==> src/rtl/eight_bit_adder_pkg.sv <==
// ============================================================================
// Module   : eight_bit_adder_pkg
// Purpose  : Shared width constant and word type for the eight_bit_adder slice.
// Revision : 1.0 - initial release
// ============================================================================
`default_nettype none

package eight_bit_adder_pkg;
  localparam int WIDTH = 8;
  typedef logic [WIDTH-1:0] word_t;
endpackage

`default_nettype wire

==> src/rtl/eight_bit_adder_full_adder.sv <==
// ============================================================================
// Module   : full_adder
// Purpose  : One-bit full adder cell, chained by eight_bit_adder into a ripple.
// Revision : 1.0 - initial release
// ============================================================================
`default_nettype none

module full_adder (
  input  logic a,
  input  logic b,
  input  logic cin,
  output logic s,
  output logic cout
);

  assign s    = a ^ b ^ cin;
  assign cout = (a & b) | (cin & (a ^ b));

endmodule

`default_nettype wire

==> src/rtl/eight_bit_adder.sv <==
// ============================================================================
// Module   : eight_bit_adder
// Purpose  : Registered 8-bit ripple-carry adder/subtractor, one-cycle latency.
//            Optional signed-overflow output enabled by defining ADDER_OVF_EN.
// Revision : 1.0 - initial release
// ============================================================================
`default_nettype none

module eight_bit_adder
  import eight_bit_adder_pkg::*;
(
  input  logic       clk,
  input  logic       rst_n,
  input  logic       in_valid,
  input  logic [7:0] a,
  input  logic [7:0] b,
  input  logic       cin0,
  input  logic       subtract,
  output logic       out_valid,
  output logic [7:0] sum,
`ifdef ADDER_OVF_EN
  output logic       ovf,
`endif
  output logic       c7
);

  word_t            bx;
  logic             ci;
  logic [WIDTH:0]   carry;
  word_t            sum_n;
  logic             c7_n;

  word_t            sum_d, sum_q;
  logic             c7_d, c7_q;
  logic             out_valid_d, out_valid_q;

  // Subtraction is a + ~b + 1; cin0 then acts as a borrow, hence the XOR.
  assign bx       = b ^ {WIDTH{subtract}};
  assign ci       = cin0 ^ subtract;
  assign carry[0] = ci;

  generate
    for (genvar i = 0; i < WIDTH; i++) begin : g_ripple
      full_adder u_fa (
        .a    (a[i]),
        .b    (bx[i]),
        .cin  (carry[i]),
        .s    (sum_n[i]),
        .cout (carry[i+1])
      );
    end
  endgenerate

  assign c7_n = carry[WIDTH];

  always_comb begin
    sum_d       = sum_q;
    c7_d        = c7_q;
    out_valid_d = in_valid;
    if (in_valid) begin
      sum_d = sum_n;
      c7_d  = c7_n;
    end
  end

  always_ff @(posedge clk) begin
    if (!rst_n) begin
      sum_q       <= '0;
      c7_q        <= 1'b0;
      out_valid_q <= 1'b0;
    end else begin
      sum_q       <= sum_d;
      c7_q        <= c7_d;
      out_valid_q <= out_valid_d;
    end
  end

  assign sum       = sum_q;
  assign c7        = c7_q;
  assign out_valid = out_valid_q;

`ifdef ADDER_OVF_EN
  logic ovf_n, ovf_d, ovf_q;

  // Operands of equal sign producing a result of the other sign.
  assign ovf_n = (a[WIDTH-1] == bx[WIDTH-1]) && (sum_n[WIDTH-1] != a[WIDTH-1]);

  always_comb begin
    ovf_d = ovf_q;
    if (in_valid) ovf_d = ovf_n;
  end

  always_ff @(posedge clk) begin
    if (!rst_n) ovf_q <= 1'b0;
    else        ovf_q <= ovf_d;
  end

  assign ovf = ovf_q;
`endif

endmodule

`default_nettype wire

==> config.mk <==
export PLATFORM = sky130hd
export DESIGN_NAME = eight_bit_adder
export DESIGN_NICKNAME = d
export VERILOG_FILES = /design/src/rtl/eight_bit_adder_pkg.sv /design/src/rtl/eight_bit_adder_full_adder.sv /design/src/rtl/eight_bit_adder.sv
export SDC_FILE = /design/constraint.sdc
export NUM_CORES = 1
export LEC_CHECK = 0
export BUFFER_PORTS_ARGS = -buffer_cell sky130_fd_sc_hd__buf_4
export CAP_MARGIN = 20
export CORE_UTILIZATION = 25
export DETAILED_ROUTE_END_ITERATION = 7
export PLACE_DENSITY = 0.55
export SETUP_SLACK_MARGIN = 0.05
export SLEW_MARGIN = 5
export SYNTH_ARGS = -nofsm -noshare
export SYNTH_HDL_FRONTEND = slang
export SYNTH_HIERARCHICAL = 1
export SYNTH_SLANG_ARGS = --single-unit
==> constraint.sdc <==
create_clock -name clk -period 3.8 [get_ports clk]
set_input_delay 0.19 -clock clk [delete_from_list [all_inputs] [get_ports clk]]
set_output_delay 0.19 -clock clk [all_outputs]
set_load 0.005 [all_outputs]
Word-level counts from Yosys, hierarchy flattened:

Cells that the tools add are included.

* bits in registers: 10
* bits in latches: 0
* RAM bits: 0
* memory bits (read-only): 0
* bits of input ports: 21
* logic and storage cells: 45
* memories: 0

* $add $sub $neg: 0
* $mul: 0
* div/mod/pow operators: 0
* order comparisons: 0
* equal/unequal tests: 0
* shift-type cells: 0
* muxes and demuxes: 0
* bitwise gates (word level): 42
* reduce and logical (&&, ||, !) cells: 0

Operators by type and width (number)
* bitwise XOR 1 bit: 17
* AND 1 bit: 16
* bitwise OR 1 bit: 8
* bitwise XOR 8 bit: 1

Longest topological paths before layout:

* word-level depth: 18
* depth in mapped cells: 12
* depth with buffers taken out: 11

Cells and area by module:

Netlist, hierarchy kept.

Modules (own cells, without submodules)
* eight_bit_adder: instances 1, cells an instance 40, area an instance 451.7 um2
* full_adder: instances 8, cells an instance 1, area an instance 20.0 um2

Least setup slack after synthesis:

Ideal clock, no wire load.

* path type: input -> register
* start: in subtract
* end: reg sum_q[7] (netlist: sum[7])
* setup time: 0.116 ns
* arrival: 3.803 ns
* data required time: 3.684 ns
* setup slack: -0.119 ns
* cell stages on the path: 12
* path through: buf_4 -> xor2_1 -> fa_1 -> fa_1 -> fa_1 -> fa_1 -> fa_1 -> fa_1 -> fa_1 -> fa_1 -> mux2i_1 -> nor2b_1

* longest elaborated chain between the ends: 17
* elaborated cells between the ends (all ways): 32

Ends and longest elaborated chain
* from (decl): RTL line eight_bit_adder.sv:18 `input logic subtract,`
* bitwise XOR 8 bit (*): RTL line eight_bit_adder.sv:38 `assign bx = b ^ {WIDTH{subtract}};`
* named net bx[0]: RTL line eight_bit_adder.sv:27 `word_t bx;`
* bitwise XOR 1 bit: RTL line eight_bit_adder_full_adder.sv:17 `assign cout = (a & b) | (cin & (a ^ b));`
* AND 1 bit: RTL line eight_bit_adder_full_adder.sv:17
* bitwise OR 1 bit (*): RTL line eight_bit_adder_full_adder.sv:17
* named net carry[1]: RTL line eight_bit_adder.sv:29 `logic [WIDTH:0] carry;`
* AND 1 bit (*): RTL line eight_bit_adder_full_adder.sv:17
* bitwise OR 1 bit (*): RTL line eight_bit_adder_full_adder.sv:17
* named net carry[2]: RTL line eight_bit_adder.sv:29
* [2 not listed]
* named net carry[3]: RTL line eight_bit_adder.sv:29
* [2 not listed]
* named net carry[4]: RTL line eight_bit_adder.sv:29
* [2 not listed]
* named net carry[5]: RTL line eight_bit_adder.sv:29
* AND 1 bit (*): RTL line eight_bit_adder_full_adder.sv:17
* bitwise OR 1 bit (*): RTL line eight_bit_adder_full_adder.sv:17
* named net carry[6]: RTL line eight_bit_adder.sv:29
* AND 1 bit (*): RTL line eight_bit_adder_full_adder.sv:17
* bitwise OR 1 bit (*): RTL line eight_bit_adder_full_adder.sv:17
* named net carry[7]: RTL line eight_bit_adder.sv:29
* bitwise XOR 1 bit (*): RTL line eight_bit_adder_full_adder.sv:16 `assign s = a ^ b ^ cin;`
* named net sum_n[7]: RTL line eight_bit_adder.sv:30 `word_t sum_n;`
* to (signal assigned): RTL line eight_bit_adder.sv:72 `sum_q <= sum_d;`
* to (decl): RTL line eight_bit_adder.sv:33 `word_t sum_d, sum_q;`

The timed path passes the listed nets; every way through them passes the cells marked *.
A chain may end at the register's enable or synchronous reset.

Worst setup path in the final report:

Same ends and word-level chain as after synthesis.

==> impl_metrics.tcl <==
set metrics [dict create \
    status "finished clean" \
    viasPerCell 4.17 \
    grt_max_degree 11 \
    max_slew.worst_pin.slew_ns 0.204 \
    wl_per_cell_um 10.8 \
    yosysWarnings 6 \
    period_needed_ns 3.52 \
    cts_buffer_depth 2 \
    p_leak_uw 0.000427 \
    ys_ff_latch 10 \
    drv_cap 0 \
    fin_skew_ns 0 \
    ios 31 \
    cts_root_buf "clkbuf_4" \
    place_area_um2 881 \
    n_antenna_cell 0 \
    muxShareOfSynthArea_pct 14.7 \
    peakVddDrop_v 0.000184 \
    most-common-layout-cells "32 x buf_4, 10 x dfxtp_1, 9 x xor2_1, 9 x mux2i_1, 9 x nor2b_1" \
    worst_hold_slack_ns 0.219 \
    cts_tree "done" \
    r2r_end "sum[0]" \
    grt_antenna_before_repair 0 \
    cp_max_fo 4 \
    met2_usage_pct 18.2 \
    final_nets 112 \
    die_h_um 51.5 \
    cp.arrival_ns 3.67 \
    cts_resized 0 \
    initial_utilization_pct 27.1 \
    critPathLaunchType "input port" \
    layout_commonest_cell "buf_4" \
    rr_startpoint "sum[0]" \
    area_growth_pct 49.9 \
    grt_pass1_wl_mm 2.00 \
    ys_seq_area_share_pct 32.7 \
    first_pass_iters 2 \
    grt_pass1_vias 475 \
    grt_usage_pct 10.8 \
    initialDrtViolationCount 1 \
    rsz0062_at_grt "no" \
    crit_type "in -> reg" \
    crit_path_end_kind "register" \
    hold_viol_final 0 \
    groute.layer.met3.usage_pct 4.46 \
    cts_num_sinks 10 \
    r2r_cells 2 \
    vias 459 \
    synth_top_family_by_area "adder cells" \
    slew_headroom_pct 86.3 \
    synth_xor_area_share_pct 12.9 \
    setup_tns_ns 0 \
    rows 17 \
    synth_compound_area_share_pct 0 \
    gr-total-overflow 0 \
    cts_buffers 3 \
    min_period_over_period_pct 92.7 \
    powerDensity_nw_per_um2 354 \
    drt-total-wl_mm 1.18 \
    min_path_type "in -> reg" \
    cts.clk_slew.worst_paths_ns 0.07 \
    drc 0 \
    port_buffers 30 \
    hold_path_end "sum[5]" \
    finalSetupViolCount 0 \
    cts_setup_buffers 0 \
    clkLatencyLatePin_ns 0.25 \
    fin_area_um2 917 \
    place.gp.congestion 0.605 \
    synthSimpleGateAreaFrac_pct 10.4 \
    whs_path_depth 2 \
    globalRoute.busiestLayer "met2" \
    syn-num-nets 77 \
    avgSynthCellArea_um2 12.7 \
    die_w_um 51.5 \
    die-area_um2 2650 \
    h-tree-depth 1 \
    cts_hold_repair.buffers 0 \
    hp-start "rst_n" \
    drv_slew 0 \
    ant_nets 0 \
    synth_cells 48 \
    reg2reg_slack_ns 3.20 \
    fp.coreArea_um2 2250 \
    synth_fa_ha_area_share_pct 26.2 \
    use_met1_pct 12.0 \
    ys_types 8 \
    cp.required_ns 3.95 \
    drive_above_1_share_pct 51.2 \
    finalPower_uw 325 \
    syn_area_um2 612 \
    fmax_mhz 284 \
    hpwl_um 998 \
]
==> synthesized netlist by cell type (all sizes together) <==
cell type	instances	area, µm²
nor2b	9	56.3
xor2	9	78.8
fa	8	160
buf	2	18.8
dfxtp	10	200
mux2i	9	90.1
and2	1	7.51
==> worst max path at each step <==
stage	startpoint	to
6_report	subtract	sum[7]
2_1_floorplan	subtract	sum[7]
5_1_grt	subtract	sum[7]
4_1_cts	subtract	sum[7]
3_3_place_gp	subtract	sum[7]
3_5_place_dp	subtract	sum[7]
==> critical path: stages <==
cell,delay (ns)
buf_4,0.13
xor2_1,0.17
fa_1,0.41
fa_1,0.40
fa_2,0.35
fa_2,0.35
fa_2,0.36
fa_2,0.35
fa_2,0.34
fa_1,0.42
mux2i_1,0.14
nor2b_1,0.06
==> cell families (layout without fill, tap and decap cells) <==
logic type               Yosys count  count (layout)
AND/OR/NAND/NOR                   10              10
flip-flops                        10              10
multiplexers                       9               9
buffers and inverters              2              36
XOR/XNOR                           9               9
adder cells (fa/ha/maj)            8               8
==> power breakdown <==
| part | total (µW) | switching, µW | internal (µW) | leakage, µW |
|---|---|---|---|---|
| logic | 106 | 42.8 | 63.1 | 0.000323 |
| clock network | 92.8 | 34.7 | 58.1 | 0.0000210 |
| registers | 126 | 7.26 | 119 | 0.0000827 |
| total | 325 | 84.7 | 240 | 0.000427 |
==> layer usage <==
| metal | share of wire, % | vias up |
|---|---|---|
| li1 | - | 219 |
| met1 | 43 | 220 |
| met2 | 49 | 18 |
| met3 | 5.4 | 2 |
| met4 | 1.6 | 0 |
| met5 | 0 | - |
==> layout make-up <==
class	count	area, µm²
sequential	10	200
multi-input combinational	36	405
timing repair buffer	32	240
clock buffer	4	36.3
tap	28	35.0
fill	234	1340
==> stage by stage <==
stage                     cells  worst slack, ns  util (%)
after detailed placement    106          -0.0393      39.1
after CTS                   110            0.241      40.7
after global routing        110            0.186      40.7
after floorplan              48           0.0775         -
final                       110            0.276      40.7
after global placement      106         -0.00919      39.1
==> state kept, by name, indices dropped and copies added, names as in the netlist <==
name and flops:
c7 1, sum 8, out_valid 1
No activity file was read; power rests on OpenSTA's default activity.
